### src/rtl/mc_ctrl_pkg.sv
// Shared encodings for the multi-cycle MIPS control FSM.
// MC_ILLEGAL_TRAP_EN adds the TRAP state for unknown opcodes.
package mc_ctrl_pkg;

  typedef enum logic [3:0] {
    IDLE     = 4'd0,
    FETCH    = 4'd1,
    DECODE   = 4'd2,
    MEM_ADDR = 4'd3,
    MEM_RD   = 4'd4,
    MEM_WB   = 4'd5,
    MEM_WR   = 4'd6,
    R_EXEC   = 4'd7,
    R_WB     = 4'd8,
    I_EXEC   = 4'd9,
    I_WB     = 4'd10,
    BRANCH   = 4'd11,
    JUMP     = 4'd12
`ifdef MC_ILLEGAL_TRAP_EN
    , TRAP   = 4'd13
`endif
  } mc_state_e;

  localparam logic [5:0] OP_RTYPE = 6'b000000;
  localparam logic [5:0] OP_LW    = 6'b100011;
  localparam logic [5:0] OP_SW    = 6'b101011;
  localparam logic [5:0] OP_ADDI  = 6'b001000;
  localparam logic [5:0] OP_SLTI  = 6'b001010;
  localparam logic [5:0] OP_BEQ   = 6'b000100;
  localparam logic [5:0] OP_J     = 6'b000010;

  localparam logic [5:0] FN_ADD = 6'b100000;
  localparam logic [5:0] FN_SUB = 6'b100010;
  localparam logic [5:0] FN_AND = 6'b100100;
  localparam logic [5:0] FN_OR  = 6'b100101;
  localparam logic [5:0] FN_SLT = 6'b101010;

  localparam logic [2:0] ALU_AND = 3'b000;
  localparam logic [2:0] ALU_OR  = 3'b001;
  localparam logic [2:0] ALU_ADD = 3'b010;
  localparam logic [2:0] ALU_SUB = 3'b110;
  localparam logic [2:0] ALU_SLT = 3'b111;

  localparam logic [1:0] SRCB_B      = 2'b00;
  localparam logic [1:0] SRCB_FOUR   = 2'b01;
  localparam logic [1:0] SRCB_IMM    = 2'b10;
  localparam logic [1:0] SRCB_IMM_SH = 2'b11;

  localparam logic [1:0] PCSRC_ALU    = 2'b00;
  localparam logic [1:0] PCSRC_ALUOUT = 2'b01;
  localparam logic [1:0] PCSRC_JUMP   = 2'b10;

  function automatic logic op_known(input logic [5:0] op);
    logic known_s;
    case (op)
      OP_RTYPE, OP_LW, OP_SW, OP_ADDI, OP_SLTI, OP_BEQ, OP_J: known_s = 1'b1;
      default:                                                known_s = 1'b0;
    endcase
    return known_s;
  endfunction

endpackage

### src/rtl/alu_op_decode.sv
// R-type funct field to 3-bit ALU operation; unknown functs fall back to ADD.
module alu_op_decode
  import mc_ctrl_pkg::*;
(
  input  logic [5:0] funct,
  output logic [2:0] alu_op
);

  // funct lookup
  always_comb begin
    case (funct)
      FN_ADD:  alu_op = ALU_ADD;
      FN_SUB:  alu_op = ALU_SUB;
      FN_AND:  alu_op = ALU_AND;
      FN_OR:   alu_op = ALU_OR;
      FN_SLT:  alu_op = ALU_SLT;
      default: alu_op = ALU_ADD;
    endcase
  end

endmodule

### src/rtl/multicycle_controller.sv
// Multi-cycle MIPS control FSM with memory ready handshake and retire counter.
// Optional MC_ILLEGAL_TRAP_EN parks unknown opcodes in TRAP until reset.
module multicycle_controller
  import mc_ctrl_pkg::*;
(
  input  logic        clk,
  input  logic        rst_n,
  input  logic [5:0]  opcode,
  input  logic [5:0]  funct,
  input  logic        zero,
  input  logic        mem_ready,
  output logic [2:0]  alu_op,
  output logic        alu_src_a,
  output logic [1:0]  alu_src_b,
  output logic [1:0]  pc_src,
  output logic        pc_write,
  output logic        i_or_d,
  output logic        mem_read,
  output logic        mem_write,
  output logic        ir_write,
  output logic        reg_dst,
  output logic        mem_to_reg,
  output logic        reg_write,
  output logic        retire,
  output logic [31:0] instr_count,
  output logic        illegal
);

  mc_state_e   state_r;
  mc_state_e   next_state_s;
  logic [2:0]  funct_op_s;
  logic [31:0] count_r;

  alu_op_decode u_alu_op_decode (
    .funct  (funct),
    .alu_op (funct_op_s)
  );

  // state register
  always_ff @(posedge clk or negedge rst_n) begin
    if (!rst_n) state_r <= IDLE;
    else        state_r <= next_state_s;
  end

  // next-state logic
  always_comb begin
    next_state_s = state_r;
    case (state_r)
      IDLE:     next_state_s = FETCH;
      FETCH:    next_state_s = mem_ready ? DECODE : FETCH;
      DECODE: begin
        case (opcode)
          OP_RTYPE:        next_state_s = R_EXEC;
          OP_LW, OP_SW:    next_state_s = MEM_ADDR;
          OP_ADDI, OP_SLTI: next_state_s = I_EXEC;
          OP_BEQ:          next_state_s = BRANCH;
          OP_J:            next_state_s = JUMP;
`ifdef MC_ILLEGAL_TRAP_EN
          default:         next_state_s = TRAP;
`else
          default:         next_state_s = FETCH;
`endif
        endcase
      end
      MEM_ADDR: next_state_s = (opcode == OP_SW) ? MEM_WR : MEM_RD;
      MEM_RD:   next_state_s = mem_ready ? MEM_WB : MEM_RD;
      MEM_WR:   next_state_s = mem_ready ? FETCH : MEM_WR;
      R_EXEC:   next_state_s = R_WB;
      I_EXEC:   next_state_s = I_WB;
      MEM_WB, R_WB, I_WB, BRANCH, JUMP: next_state_s = FETCH;
`ifdef MC_ILLEGAL_TRAP_EN
      TRAP:     next_state_s = TRAP;
`endif
      default:  next_state_s = IDLE;
    endcase
  end

  // output decode: Moore except fetch/branch enables and the sw retire
  always_comb begin
    alu_op     = 3'b000;
    alu_src_a  = 1'b0;
    alu_src_b  = 2'b00;
    pc_src     = 2'b00;
    pc_write   = 1'b0;
    i_or_d     = 1'b0;
    mem_read   = 1'b0;
    mem_write  = 1'b0;
    ir_write   = 1'b0;
    reg_dst    = 1'b0;
    mem_to_reg = 1'b0;
    reg_write  = 1'b0;
    retire     = 1'b0;
    illegal    = 1'b0;
    case (state_r)
      FETCH: begin
        mem_read  = 1'b1;
        alu_src_b = SRCB_FOUR;
        alu_op    = ALU_ADD;
        pc_src    = PCSRC_ALU;
        ir_write  = mem_ready;
        pc_write  = mem_ready;
      end
      DECODE: begin
        alu_src_b = SRCB_IMM_SH;
        alu_op    = ALU_ADD;
`ifndef MC_ILLEGAL_TRAP_EN
        retire    = ~op_known(opcode);
`endif
      end
      MEM_ADDR: begin
        alu_src_a = 1'b1;
        alu_src_b = SRCB_IMM;
        alu_op    = ALU_ADD;
      end
      MEM_RD: begin
        mem_read = 1'b1;
        i_or_d   = 1'b1;
      end
      MEM_WB: begin
        mem_to_reg = 1'b1;
        reg_write  = 1'b1;
        retire     = 1'b1;
      end
      MEM_WR: begin
        mem_write = 1'b1;
        i_or_d    = 1'b1;
        retire    = mem_ready;
      end
      R_EXEC: begin
        alu_src_a = 1'b1;
        alu_src_b = SRCB_B;
        alu_op    = funct_op_s;
      end
      R_WB: begin
        reg_dst   = 1'b1;
        reg_write = 1'b1;
        retire    = 1'b1;
      end
      I_EXEC: begin
        alu_src_a = 1'b1;
        alu_src_b = SRCB_IMM;
        alu_op    = (opcode == OP_SLTI) ? ALU_SLT : ALU_ADD;
      end
      I_WB: begin
        reg_write = 1'b1;
        retire    = 1'b1;
      end
      BRANCH: begin
        alu_src_a = 1'b1;
        alu_src_b = SRCB_B;
        alu_op    = ALU_SUB;
        pc_src    = PCSRC_ALUOUT;
        pc_write  = zero;
        retire    = 1'b1;
      end
      JUMP: begin
        pc_src   = PCSRC_JUMP;
        pc_write = 1'b1;
        retire   = 1'b1;
      end
`ifdef MC_ILLEGAL_TRAP_EN
      TRAP:    illegal = 1'b1;
`endif
      default: illegal = 1'b0;
    endcase
  end

  // retired-instruction counter, wraps naturally at 32 bits
  always_ff @(posedge clk or negedge rst_n) begin
    if (!rst_n)      count_r <= 32'd0;
    else if (retire) count_r <= count_r + 32'd1;
    else             count_r <= count_r;
  end

  assign instr_count = count_r;

endmodule
### config.mk
export PLATFORM = sky130hd
export DESIGN_NAME = multicycle_controller
export DESIGN_NICKNAME = d
export VERILOG_FILES = /design/src/rtl/mc_ctrl_pkg.sv /design/src/rtl/alu_op_decode.sv /design/src/rtl/multicycle_controller.sv
export SDC_FILE = /design/constraint.sdc
export NUM_CORES = 1
export LEC_CHECK = 0
export CAP_MARGIN = 10
export CORE_UTILIZATION = 50
export DETAILED_ROUTE_END_ITERATION = 8
export GPL_ROUTABILITY_DRIVEN = 1
export GPL_TIMING_DRIVEN = 0
export HOLD_SLACK_MARGIN = 0.15
export PLACE_DENSITY_LB_ADDON = 0.2
export SLEW_MARGIN = 20
export SYNTH_ARGS = -nofsm -noshare
export SYNTH_HDL_FRONTEND = slang
export SYNTH_HIERARCHICAL = 1
export SYNTH_SLANG_ARGS = --single-unit
### constraint.sdc
create_clock -name clk -period 4 [get_ports clk]
set_clock_uncertainty 0.05 [all_clocks]
set_input_delay 0.8 -clock clk [delete_from_list [all_inputs] [get_ports clk]]
set_output_delay 0.8 -clock clk [all_outputs]
set_load 0.02 [all_outputs]
Word-level counts from Yosys, hierarchy flattened
Cells that the tools add are included.

Register bits after elaboration: 36. Bits in latches: 0. Bits in writable memories: 0. Memory bits (read-only): 0. Input port bits: 16. Output and inout bits: 50. Word-level logic and storage cells: 62. Memories: 0.

$add $sub $neg: 1. Multiply operators: 0. Divide/modulo/power cells: 0. Order comparisons: 0. Eq/ne operators: 22. Shift-type cells: 0. Mux-type cells: 23. Bitwise logic cells: 1. Reduce and logical (&&, ||, !) cells: 13.

Operators by type and width (number): 6-bit == test, second input constant (6); 32-bit by 1-bit adder with 32-bit output, second input constant (1); 4-bit case mux with 8 select lines (1); 3-bit case mux with 4 select lines (2); 4-bit == test, second input constant (5); 4-bit case mux with 5 select lines (1); 4-bit by 3-bit == test with 1-bit output, second input constant (4); 6-bit by 4-bit == test with 1-bit output, second input constant (2); 1-bit two-way mux (11); 2-bit OR reduction (5); 4-bit by 2-bit == test with 1-bit output, second input constant (2); 7-bit OR reduction (1); 6-bit by 2-bit == test with 1-bit output, second input constant (1); 6-bit by 3-bit == test with 1-bit output, second input constant (1); 6-bit logical NOT (1); 3-bit two-way mux (2); 1-bit case mux with 3 select lines (2); 2-bit case mux with 3 select lines (1); 3-bit OR reduction (2); 6-bit OR reduction (1); 5-bit OR reduction (1); 4-bit by 1-bit == test with 1-bit output, second input constant (1); 4-bit logical NOT (1); 2-bit two-way mux (2); other kinds (3) (3).

Logic depth before layout (Yosys ltp)
Depth after elaboration: 6. Mapped depth: 8. Gate-level depth less buffers: 6.

By module
Netlist, hierarchy kept.

By module, submodules not included: multicycle_controller (times used 1, cells each 227, area each 2179.6 sq um, seq. area each 900.9 sq um); alu_op_decode (times used 1, cells each 7, area each 60.1 sq um, seq. area each 0.0 sq um).

Worst setup path after synthesis
OpenSTA, ideal clock, no wires.

Kind: input-to-output. Start: input port opcode[0]. End: output port retire. Arrival: 1.779 ns. Slack: 1.371 ns. Stages on the path: 5. Buffers on the path: 1. Cells stage by stage: nor3_4 > a2111oi_4 > a211oi_4 > inv_2 > buf_6.

Word-level cells in the longest chain between the ends: 6. Elaborated cells on any way between the ends: 12. Those cells by class: 6 x eq/ne; 3 x mux; 1 x bitwise; 2 x reduce/logical.

Ends and longest elaborated chain: start: declaration (RTL line multicycle_controller.sv:8) `input logic [5:0] opcode,`; 6-bit == test (tied with other cells) (RTL line mc_ctrl_pkg.sv:55) `case (op)`; 7-bit OR reduction * (RTL line mc_ctrl_pkg.sv:55); 1-bit two-way mux * (RTL line mc_ctrl_pkg.sv:55); 1-bit two-way mux * (RTL line multicycle_controller.sv:94) `case (state_r)`; 1-bit inverter * (RTL line multicycle_controller.sv:107) `retire = ~op_known(opcode);`; 1-bit case mux with 3 select lines * (RTL line multicycle_controller.sv:94); end: declaration (RTL line multicycle_controller.sv:24) `output logic retire,`.

Every way passes the cells marked *; elsewhere a longest branch is shown, timed or not. The select of a mux whose other input is x is not followed.

Worst setup path after layout
Same ends and word-level chain as after synthesis.

==> results.md <==
- Max_slew headroom: 0.610
- CTS resizes: 0
- Pin count of the biggest net entering global routing: 34
- Post-DP HPWL: 3780 µm
- CP Capture Type: primary output
- Clk buf depth: 2
- CTS Hold Bufs: 0
- Gp weighted congestion: slightly below 0.9
- Cts bufs inserted: 5
- CTS tree: built
- Sequential power share: 0.291
- 1st-iter DRT viols: 143
- Horiz. Die Dim: ~69 µm
- Placed cells: roughly 350
- Clock sinks: 36
- Fin area: roughly 3000 µm²
- Net Count, Synth: 251
- Total Nets Final: roughly 320
- Leading area contributor after synthesis: dfrtp_1
- Switching share of power: 0.402
- Flops & latches, synth: 36
- Detailed-router iteration count before antenna repair: 4
- Internal power: about 910 µW
- CP Class: in -> out
- Slew Limit Fails: 0
- Post-DP Area: 2960 µm²
- Pre-CTS WS: 166 ps
- Peak VDD IR: ~0.0003 V
- Drt drc: 0
- Initial antenna violation count: 0
- Pwr dens: ~500 nW/µm²
- Top cells by count, synth: dfrtp_1, nand4_1, xnor2_1
- Initial core utilization: 0.540
- Tmin final: ~3900 ps
- WL per Instance: 14.7 µm
- Pleak: between 1 and 1.5 nW
- Primary FF master, synth: dfrtp_1
- Top Ports: 66
- Post-Synthesis Cells: 234
- TNS Setup: 0 ps
- Die area: 4750 µm²
- Post-Syn Area: 2240 µm²
- Via count: 2025
- Remaining Overflow, GRT: 0
- Clock Latency Late Sink: 290 ps
- RSZ-0062 raised after global routing: false
- Final Routed Wirelength: around 5300 µm
- EDFF count, synth: 0
- Clock share of power: 0.205
- Global-route wire length before repair: about 8500 µm
- Vias in the first global route: approximately 1.8k
- Fmax: around 260 MHz
- Worst Setup Slack, final: 142 ps
- Worst EP arrival: about 3000 ps
- Rows: 23
- Non-Filler Instances: between 300 and 400
- Yosys warnings: 6
- Setup repair bufs after CTS: 0
- Routed Antenna Nets: 0
- Core area: about 4100 µm²
- Total GRT Usage: 0.245
- Outcome: complete, no violations
- Area growth, synth to finish: 36.9%
- Root Driver: clkbuf_8
- CP Launch Type: primary input
- Max Cap Viol: 0
- Combinational power share: 0.504
- Drt via density: roughly 5.7
- Clock transition at path regs: approximately 70 ps
- Actual slew at the worst max-slew pin: 579 ps
- Sequential-to-total area share from yosys stat: 0.402
- Top cell type's share of synthesized area: 0.402
- Synth area leaders: dfrtp_1, xnor2_1, nand4_1, xor2_1, nand3_1
- Netlist cell types: 48
- Die height: roughly 70 µm
- Final setup viols: 0
- Period utilization: 0.964
- Share of flip-flops with an asynchronous set or reset: 1.00
- Antenna Cells: 0
- Hold Violations, Final: 0
- Maximum fanout along the worst path: 10
- I/O Buffers: 64
- H-tree levels: 2
- Syn Area/Cell: between 9 and 10 µm²
- Share of cells above drive strength 1: 0.117
- Most frequent cell after synthesis: dfrtp_1
- Worst endpoint required time: 3150 ps
- Hold Crit Class: in -> async
- Switching power: 615 µW
cells by family after synthesis:
| family | count (synthesis) | synth area share |
|---|---|---|
| adders and majority gates | 1 | 0.00559 |
| buffers and inverters | 19 | 0.0458 |
| and+or+nand+nor | 114 | 0.320 |
| DFF | 36 | 0.402 |
| xor gates and xnor gates | 32 | 0.125 |
| other | 1 | 0.00167 |
| AOI/OAI and AO/OA | 31 | 0.100 |
state kept, by name, indices dropped and copies added (netlist names):
signal       flops
instr_count     32
state_r          4
stage by stage:
stage               total power [mW]   util  hold WS, ps
floorplan                      0.933      -          454
global placement                1.20  0.710          406
detailed placement              1.21  0.714          411
CTS                             1.53  0.740          260
global route                    1.62  0.740          251
finish                          1.53  0.740          264
worst max-delay path: stages:
cell and delay, ps:
clkdlybuf4s50_1 480, nor3_4 330, a2111oi_4 140, a211oi_4 450, inv_2 110, buf_6 160, clkdlybuf4s50_1 530
layout by cell type (no fill, tap or decap), types with 2 or more instances in the layout:
cell type,Yosys,layout
and4bb_1,2,2
nor3_2,6,6
clkbuf_1,3,4
nand3_1,14,14
nor2_1,14,14
o22ai_1,3,3
nor2b_1,5,5
buf_6,3,3
and3_1,8,8
inv_1,5,5
xor2_1,12,12
o21ai_0,9,9
dfrtp_1,36,36
nand2b_1,7,7
a21oi_1,8,8
buf_1,2,2
nand2_1,14,14
nand4b_1,2,2
clkdlybuf4s50_1,0,63
clkbuf_8,0,5
nor3_1,8,8
nand4_1,20,20
buf_2,4,5
nand3_2,2,2
xnor2_1,20,20
and4bb_2,2,2
and2_1,2,2
cell type report:
cell class              instances  area [µm²]
flip-flops and latches         36         901
multi-input cells             179        1240
inverters                       6        22.5
clock buffers                   6        72.6
fillers                       306        1080
repair buffers                 65         656
well taps                      50        62.6
plain buffers                  13        80.1
clock inverters                 2        35.0
power groups by stage:
stage          clock network, mW  registers, mW  logic, mW
2_1_floorplan                  0          0.473      0.459
3_3_place_gp                   0          0.451      0.753
3_5_place_dp                   0          0.451      0.763
4_1_cts                    0.316          0.444      0.770
5_1_grt                    0.338          0.452      0.831
6_report                   0.313          0.445      0.771
layer usage:
metal | routed length [µm] | vias up | GRT usage | part of all wire
li1 | - | 982 | - | -
met1 | 2390 | 978 | 0.344 | 0.46
met2 | 2510 | 59 | 0.365 | 0.48
met3 | 282 | 6 | 0.0592 | 0.054
met4 | 70 | 0 | 0.0816 | 0.013
met5 | 0 | - | 0 | 0
final timing paths:
kind	startpoint	endpoint	slack (ps)	cells past startpoint
setup / recovery	opcode[0]	retire	140	7
hold / removal	rst_n	instr_count[8]$_DFFE_PN0P_	260	1
setup reg to reg	state_r[3]$_DFF_PN0_	instr_count[19]$_DFFE_PN0P_	2060	8
hold reg to reg	instr_count[31]$_DFFE_PN0P_	instr_count[31]$_DFFE_PN0P_	430	1
max in group asynchronous	rst_n	instr_count[24]$_DFFE_PN0P_	3270	2
min in group clk	instr_count[31]$_DFFE_PN0P_	instr_count[31]$_DFFE_PN0P_	430	1
Power figures use the tool's default switching activity.
